==> config.mk <==
export PLATFORM = sky130hd
export DESIGN_NAME = ram_copy_engine_flat
export DESIGN_NICKNAME = d
export VERILOG_FILES = /design/src/rtl/galetron_pkg.sv /design/src/rtl/ram_copy_engine_if.sv /design/src/rtl/copy_address_generator.sv /design/src/rtl/ram_copy_engine.sv /design/src/flat_wrapper.sv
export SDC_FILE = /design/constraint.sdc
export NUM_CORES = 1
export LEC_CHECK = 0
export CAP_MARGIN = 20
export CORE_AREA = 2 2 106 108
export DETAILED_ROUTE_END_ITERATION = 8
export DIE_AREA = 0 0 108 110
export PLACE_DENSITY = 0.82
export SYNTH_ARGS = -nofsm -noshare
export SYNTH_HDL_FRONTEND = slang
export SYNTH_SLANG_ARGS = --single-unit
==> constraint.sdc <==
create_clock -name clock -period 2.6 [get_ports clock]
set_input_delay 0.52 -clock clock [delete_from_list [all_inputs] [get_ports clock]]
set_output_delay 0.52 -clock clock [all_outputs]
set_load 0.01 [all_outputs]
==> src/rtl/galetron_pkg.sv <==
// galetron_pkg: shared widths, RAM depth and copy FSM state encoding
package galetron_pkg;
    localparam int ADDR_WIDTH = 10;
    localparam int DATA_WIDTH = 32;
    localparam int RAM_DEPTH  = 271;
    typedef enum logic [1:0] {IDLE, READ, WRITE, DONE} copy_state_e;
endpackage

==> src/rtl/ram_copy_engine_if.sv <==
// ram_copy_engine_if: request, status and data-RAM signals of the copy engine
interface ram_copy_engine_if #(
    parameter int ADDR_WIDTH = galetron_pkg::ADDR_WIDTH,
    parameter int DATA_WIDTH = galetron_pkg::DATA_WIDTH
);
    logic                  start;
    logic [ADDR_WIDTH-1:0] sourceAddress;
    logic [ADDR_WIDTH-1:0] destinationAddress;
    logic [ADDR_WIDTH-1:0] wordCount;
    logic [DATA_WIDTH-1:0] ramDataIn;
    logic [ADDR_WIDTH-1:0] ramAddress;
    logic [DATA_WIDTH-1:0] ramDataOut;
    logic                  ramWriteEnable;
    logic                  busy;
    logic                  done;
    logic                  error;
    modport master (
        output start, sourceAddress, destinationAddress, wordCount, ramDataIn,
        input  ramAddress, ramDataOut, ramWriteEnable, busy, done, error
    );
    modport slave (
        input  start, sourceAddress, destinationAddress, wordCount, ramDataIn,
        output ramAddress, ramDataOut, ramWriteEnable, busy, done, error
    );
endinterface

==> src/rtl/copy_address_generator.sv <==
// copy_address_generator: source/destination pointers and remaining-word count
module copy_address_generator #(
    parameter int ADDR_WIDTH = galetron_pkg::ADDR_WIDTH
) (
    input  logic                  clock,
    input  logic                  reset,
    input  logic                  load,
    input  logic                  step,
    input  logic                  descending,
    input  logic [ADDR_WIDTH-1:0] source,
    input  logic [ADDR_WIDTH-1:0] destination,
    input  logic [ADDR_WIDTH-1:0] count,
    output logic [ADDR_WIDTH-1:0] source_pointer,
    output logic [ADDR_WIDTH-1:0] destination_pointer,
    output logic                  zero
);
    localparam logic [ADDR_WIDTH-1:0] ONE = ADDR_WIDTH'(1);
    logic                  dir_down;
    logic [ADDR_WIDTH-1:0] remaining;
    always_ff @(posedge clock) begin
        if (reset) begin
            dir_down            <= 1'b0;
            remaining           <= '0;
            source_pointer      <= '0;
            destination_pointer <= '0;
        end else if (load) begin
            dir_down            <= descending;
            remaining           <= count;
            source_pointer      <= descending ? source + count - ONE : source;
            destination_pointer <= descending ? destination + count - ONE : destination;
        end else if (step) begin
            remaining           <= remaining - ONE;
            source_pointer      <= dir_down ? source_pointer - ONE : source_pointer + ONE;
            destination_pointer <= dir_down ? destination_pointer - ONE : destination_pointer + ONE;
        end
    end
    // flags the count that results once the current step lands
    assign zero = (step ? remaining - ONE : remaining) == '0;
endmodule

==> src/rtl/ram_copy_engine.sv <==
// ram_copy_engine: overlap-safe word copy within a single-port data RAM
module ram_copy_engine #(
    parameter int RAM_DEPTH  = galetron_pkg::RAM_DEPTH,
    parameter int ADDR_WIDTH = galetron_pkg::ADDR_WIDTH,
    parameter int DATA_WIDTH = galetron_pkg::DATA_WIDTH
) (
    input logic             clock,
    input logic             reset,
    ram_copy_engine_if.slave bus
);
    import galetron_pkg::*;
    localparam logic [ADDR_WIDTH:0] DEPTH = (ADDR_WIDTH+1)'(RAM_DEPTH);
    copy_state_e           state, next_state;
    logic                  error_q, load, step, zero, zero_len, range_error;
    logic [ADDR_WIDTH-1:0] source_pointer, destination_pointer;
    assign zero_len    = bus.wordCount == '0;
    assign range_error = ({1'b0, bus.sourceAddress} + {1'b0, bus.wordCount} > DEPTH) ||
                         ({1'b0, bus.destinationAddress} + {1'b0, bus.wordCount} > DEPTH);
    assign load = state == IDLE && bus.start;
    assign step = state == WRITE;
    // descending order keeps overlapping ranges intact when moving upwards
    copy_address_generator #(.ADDR_WIDTH(ADDR_WIDTH)) address_generator (
        .clock               (clock),
        .reset               (reset),
        .load                (load),
        .step                (step),
        .descending          (bus.destinationAddress > bus.sourceAddress),
        .source              (bus.sourceAddress),
        .destination         (bus.destinationAddress),
        .count               (bus.wordCount),
        .source_pointer      (source_pointer),
        .destination_pointer (destination_pointer),
        .zero                (zero)
    );
    always_ff @(posedge clock) begin
        if (reset) begin
            state   <= IDLE;
            error_q <= 1'b0;
        end else begin
            state <= next_state;
            if (load) error_q <= range_error && !zero_len;
        end
    end
    always_comb begin
        next_state = state;
        next_state = state == IDLE  ? (bus.start ? ((zero_len || range_error) ? DONE : READ) : IDLE) :
                     state == READ  ? WRITE :
                     state == WRITE ? (zero ? DONE : READ) : IDLE;
        bus.busy           = state == READ || state == WRITE;
        bus.done           = state == DONE;
        bus.error          = error_q;
        bus.ramWriteEnable = state == WRITE;
        bus.ramAddress     = state == READ ? source_pointer : state == WRITE ? destination_pointer : '0;
        bus.ramDataOut     = state == WRITE ? bus.ramDataIn : '0;
    end
endmodule

==> src/flat_wrapper.sv <==
// flat-port wrapper written by rule: the top's interface ports become plain ports
module ram_copy_engine_flat import galetron_pkg::*;
#(
    parameter int RAM_DEPTH  = galetron_pkg::RAM_DEPTH,
    parameter int ADDR_WIDTH = galetron_pkg::ADDR_WIDTH,
    parameter int DATA_WIDTH = galetron_pkg::DATA_WIDTH
)
  (clock, reset, bus_start, bus_sourceAddress, bus_destinationAddress, bus_wordCount, bus_ramDataIn, bus_ramAddress, bus_ramDataOut, bus_ramWriteEnable, bus_busy, bus_done, bus_error);
  ram_copy_engine_if #(.ADDR_WIDTH(ADDR_WIDTH), .DATA_WIDTH(DATA_WIDTH)) bus_i ();
  input logic clock;
  input logic reset;
  input wire logic [$bits(bus_i.start)-1:0] bus_start;
  input wire logic [$bits(bus_i.sourceAddress)-1:0] bus_sourceAddress;
  input wire logic [$bits(bus_i.destinationAddress)-1:0] bus_destinationAddress;
  input wire logic [$bits(bus_i.wordCount)-1:0] bus_wordCount;
  input wire logic [$bits(bus_i.ramDataIn)-1:0] bus_ramDataIn;
  output wire logic [$bits(bus_i.ramAddress)-1:0] bus_ramAddress;
  output wire logic [$bits(bus_i.ramDataOut)-1:0] bus_ramDataOut;
  output wire logic [$bits(bus_i.ramWriteEnable)-1:0] bus_ramWriteEnable;
  output wire logic [$bits(bus_i.busy)-1:0] bus_busy;
  output wire logic [$bits(bus_i.done)-1:0] bus_done;
  output wire logic [$bits(bus_i.error)-1:0] bus_error;
  assign bus_i.start = bus_start;
  assign bus_i.sourceAddress = bus_sourceAddress;
  assign bus_i.destinationAddress = bus_destinationAddress;
  assign bus_i.wordCount = bus_wordCount;
  assign bus_i.ramDataIn = bus_ramDataIn;
  assign bus_ramAddress = bus_i.ramAddress;
  assign bus_ramDataOut = bus_i.ramDataOut;
  assign bus_ramWriteEnable = bus_i.ramWriteEnable;
  assign bus_busy = bus_i.busy;
  assign bus_done = bus_i.done;
  assign bus_error = bus_i.error;
  ram_copy_engine #(.RAM_DEPTH(RAM_DEPTH), .ADDR_WIDTH(ADDR_WIDTH), .DATA_WIDTH(DATA_WIDTH)) u_core (.clock(clock), .reset(reset), .bus(bus_i));
endmodule
==> summary.txt <==
Timing
  • PnR worst setup slack: -59.2 ps
  • RSZ-0062 raised after global routing: yes
  • Fmax: 376 MHz
  • Slew Limit Headroom: 0.615
  • Setup TNS: -93.0 ps
  • Final setup fails: 3
  • Final hold viol count: 0
  • Slew Viols, Final: 0
  • Part of the cycle the worst path needs: 1.02
  • Clk_skew: 6.68 ps
  • Final Critical Period: 2660 ps
  • Worst-Margin Slew: 576 ps

Route
  • Number of remaining DRC errors: 0
  • Vias per cell: 6.04
  • Routed len/inst: 19.2 µm
  • First DRT Iteration DRCs: 495
  • Antenna-violating nets left: 0
  • DRT Pass-1 Iters: 5
  • Via Count: 6202
  • Detailed-route wire length: 19.7 mm

Synthesis
  • Synth area leader: ha_1
  • Yosys reg bits: 34
  • EDFF count, synth: 0
  • Sequential share of the synthesized area: 0.136
  • Gate count of the mapped netlist: 673
  • Warning count from the yosys run: 0
  • Most frequently used flop master after synthesis: dfxtp_1
  • Unique cell type count in the Yosys netlist: 63
  • Mapped Nets: 829
  • Synth Cell Area: 0.00501 mm²
  • Post-synth top cells: ha_1 (85), inv_1 (84), a21oi_1 (51), nand2_1 (45), nor2_1 (42)
  • Top cells by area, synth: ha_1 (21%), dfxtp_1 (14%), inv_1 (6.3%)
  • Asr flop ratio synth: 0
  • Most common cell in the netlist: ha_1
  • Post-synth top area share: 0.212
  • Avg Cell Area, Syn: 7.45 µm²

Hold path
  • HP Class: reg2reg
  • Hold endpoint: u_core.bus.error
  • Hold depth: 1
  • Hold path startpoint: u_core.bus.error

Clock tree
  • TritonCTS clock tree: done
  • CTS Buffer Depth: 2
  • # clock sinks: 34
  • TritonCTS buffer count: 5
  • Clock-pin transition on the worst setup and hold timing paths: 80 ps
  • Worst-Skew Late Latency: 300 ps
  • Hold buffer count at cts: 0
  • CTS H-Tree Depth: 2
  • CTS Root Cell: clkbuf_8

Finish
  • Cell Count, Final, Fillers Out: 1027
  • Final #Nets: 1042
  • Inserted Diodes: 0
  • Area delta synth->final: 56.4%
  • Share of layout cells above drive strength 1: 0.286
  • Filler cell count: 706

Outcome
  • Failing checks: setup timing
  • Status: finished, violations left

Die
  • Initial Util: 0.468
  • Die width: 108 µm
  • IO Pins: 111
  • Core Area: 0.0107 mm²
  • Die Y: 110 µm
  • # rows: 38
  • Die ar.: 0.0119 mm²

Critical path
  • CP Capture Type: flop
  • Worst Path Required: 2840 ps
  • Critical path's top delay family: compound AO/OA/AOI/OAI gates
  • Critical path, cell by cell: clkdlybuf4s15_2, inv_2, ha_4, inv_2, ha_4, inv_2, fa_2, nor2b_4, o21ai_4, a21boi_4, o21ai_2, a21oi_2, xnor2_2, o41ai_4, and3_1
  • Kind of critical path: in2reg
  • Type of origin of the critical path: primary input
  • CP dominant cell by count: inv_2
  • CP Max Fanout: 2
  • Worst r2r dst: u_core.state[1]
  • Slowest cell delay on critical path: 370 ps
  • Slowest CP cell: fa_2
  • Reg-to-reg setup timing slack: 150 ps
  • RR Startpoint: u_core.state[0]
  • Crit path arrival time: 2900 ps
  • R2R depth: 11
  • Buf/Inv on CP: 4

Pwr
  • Power Density: 391 mW/mm²
  • Leak pwr: 3.54 nW
  • Sw Ratio: 0.424
  • Combinational share of power: 0.640
  • P_sw: 0.00130 W
  • Clk pwr share: 0.142
  • Int Pwr: 0.00177 W
  • Seq pwr share: 0.218
  • Peak supply drop: 0.194 mV

Global routing
  • Wire length of the first global-routing pass: 28.5 mm
  • Antenna violations before repair: 1
  • Remaining Overflow, GRT: 0
  • Gr usage total: 0.301
  • Largest net degree at the start of global routing: 34
  • Vias in the first global route: 6000

Placement
  • HPWL after DPL: 13.2 mm
  • Routability congestion estimate from global placement: 0.962
  • Placed cells: 1000
  • Buffers on Ports: 110

Job
  • MaxCap Viol Count: 0
area by class of cell:
class	count	area (µm²)	area share
clock buffer	6	82.6	0.0105
sequential	34	682	0.0870
timing repair buffer	232	2020	0.258
inverter	84	320	0.0409
tap	140	175	0.0224
multi-input combinational	529	4540	0.580
clock inverter	2	12.5	0.00160
cell usage in the layout (no fill, tap or decap), types with 15 or more instances in the layout:
cell             instances
clkdlybuf4s50_1         82
dfxtp_1                 33
ha_4                    26
inv_2                   24
nor2_1                  42
a21o_1                  15
and2_1                  32
a211oi_1                27
a21oi_1                 43
ha_1                    56
nand2_1                 45
xor2_1                  17
o21ai_0                 20
inv_1                   58
nor3_1                  19
xnor2_1                 17
buf_4                  116
cell families after synthesis:
group	after synthesis	synth area share
AO/OA/AOI/OAI	186	0.250
multiplexers	8	0.0160
adder cells (fa/ha/maj)	91	0.236
buffers and inverters	110	0.0871
XOR/XNOR	35	0.0612
AND/OR/NAND/NOR	209	0.214
flip-flops	34	0.136
worst max path at each step:
stage / start / to / depth (start not counted)
global route: bus_destinationAddress[1] / u_core.address_generator.destination_pointer[9] / 15
global placement: bus_wordCount[1] / u_core.address_generator.source_pointer[9] / 15
detailed placement: bus_wordCount[2] / u_core.address_generator.destination_pointer[8] / 13
floorplan: bus_wordCount[1] / u_core.address_generator.destination_pointer[9] / 14
finish: bus_destinationAddress[1] / u_core.address_generator.destination_pointer[9] / 15
CTS: bus_sourceAddress[7] / u_core.address_generator.source_pointer[9] / 11
sequential cells by signal (all words and copies together) (netlist names):
| name | cells |
|---|---|
| u_core.address_generator.destination_pointer | 10 |
| u_core.address_generator.remaining | 10 |
| u_core.address_generator.source_pointer | 10 |
| u_core.state | 2 |
| u_core.address_generator.dir_down | 1 |
| u_core.bus.error | 1 |
power by group through the flow:
stage               Clock [W]  Combinational (W)  Sequential, W
finish               0.000435            0.00196       0.000668
global route         0.000449            0.00209       0.000675
CTS                  0.000429            0.00173       0.000660
detailed placement          0            0.00156       0.000670
global placement            0            0.00149       0.000665
floorplan                   0           0.000935       0.000656
through the flow:
step / total power [W] / hold WS (ps) / setup slack (ps) / utilization / area (µm²)
2_1_floorplan: 0.00159 / 490 / 8.88 / - / 5010
4_1_cts: 0.00282 / 515 / -8.57 / 0.703 / 7520
6_report: 0.00306 / 541 / -59.2 / 0.732 / 7840
5_1_grt: 0.00321 / 514 / -110 / 0.732 / 7840
3_5_place_dp: 0.00223 / 492 / -796 / 0.650 / 6950
3_3_place_gp: 0.00215 / 484 / -680 / 0.650 / 6950
metal layers:
layer,wire (µm),share of wire,track usage,up-vias
met5,0,0,0,-
met4,1140,0.058,0.153,0
met3,1790,0.091,0.0482,100
met2,9670,0.49,0.564,409
met1,7090,0.36,0.329,2895
li1,-,-,-,2798
repair_timing:
item | CTS | global route
cloned | 1 | 0
pin swaps | 36 | 37
setup endpoints to repair | 33 | 53
gates resized for setup | 117 | 69
buffers inserted | 13 | 5
No activity file was read; power rests on OpenSTA's default activity.
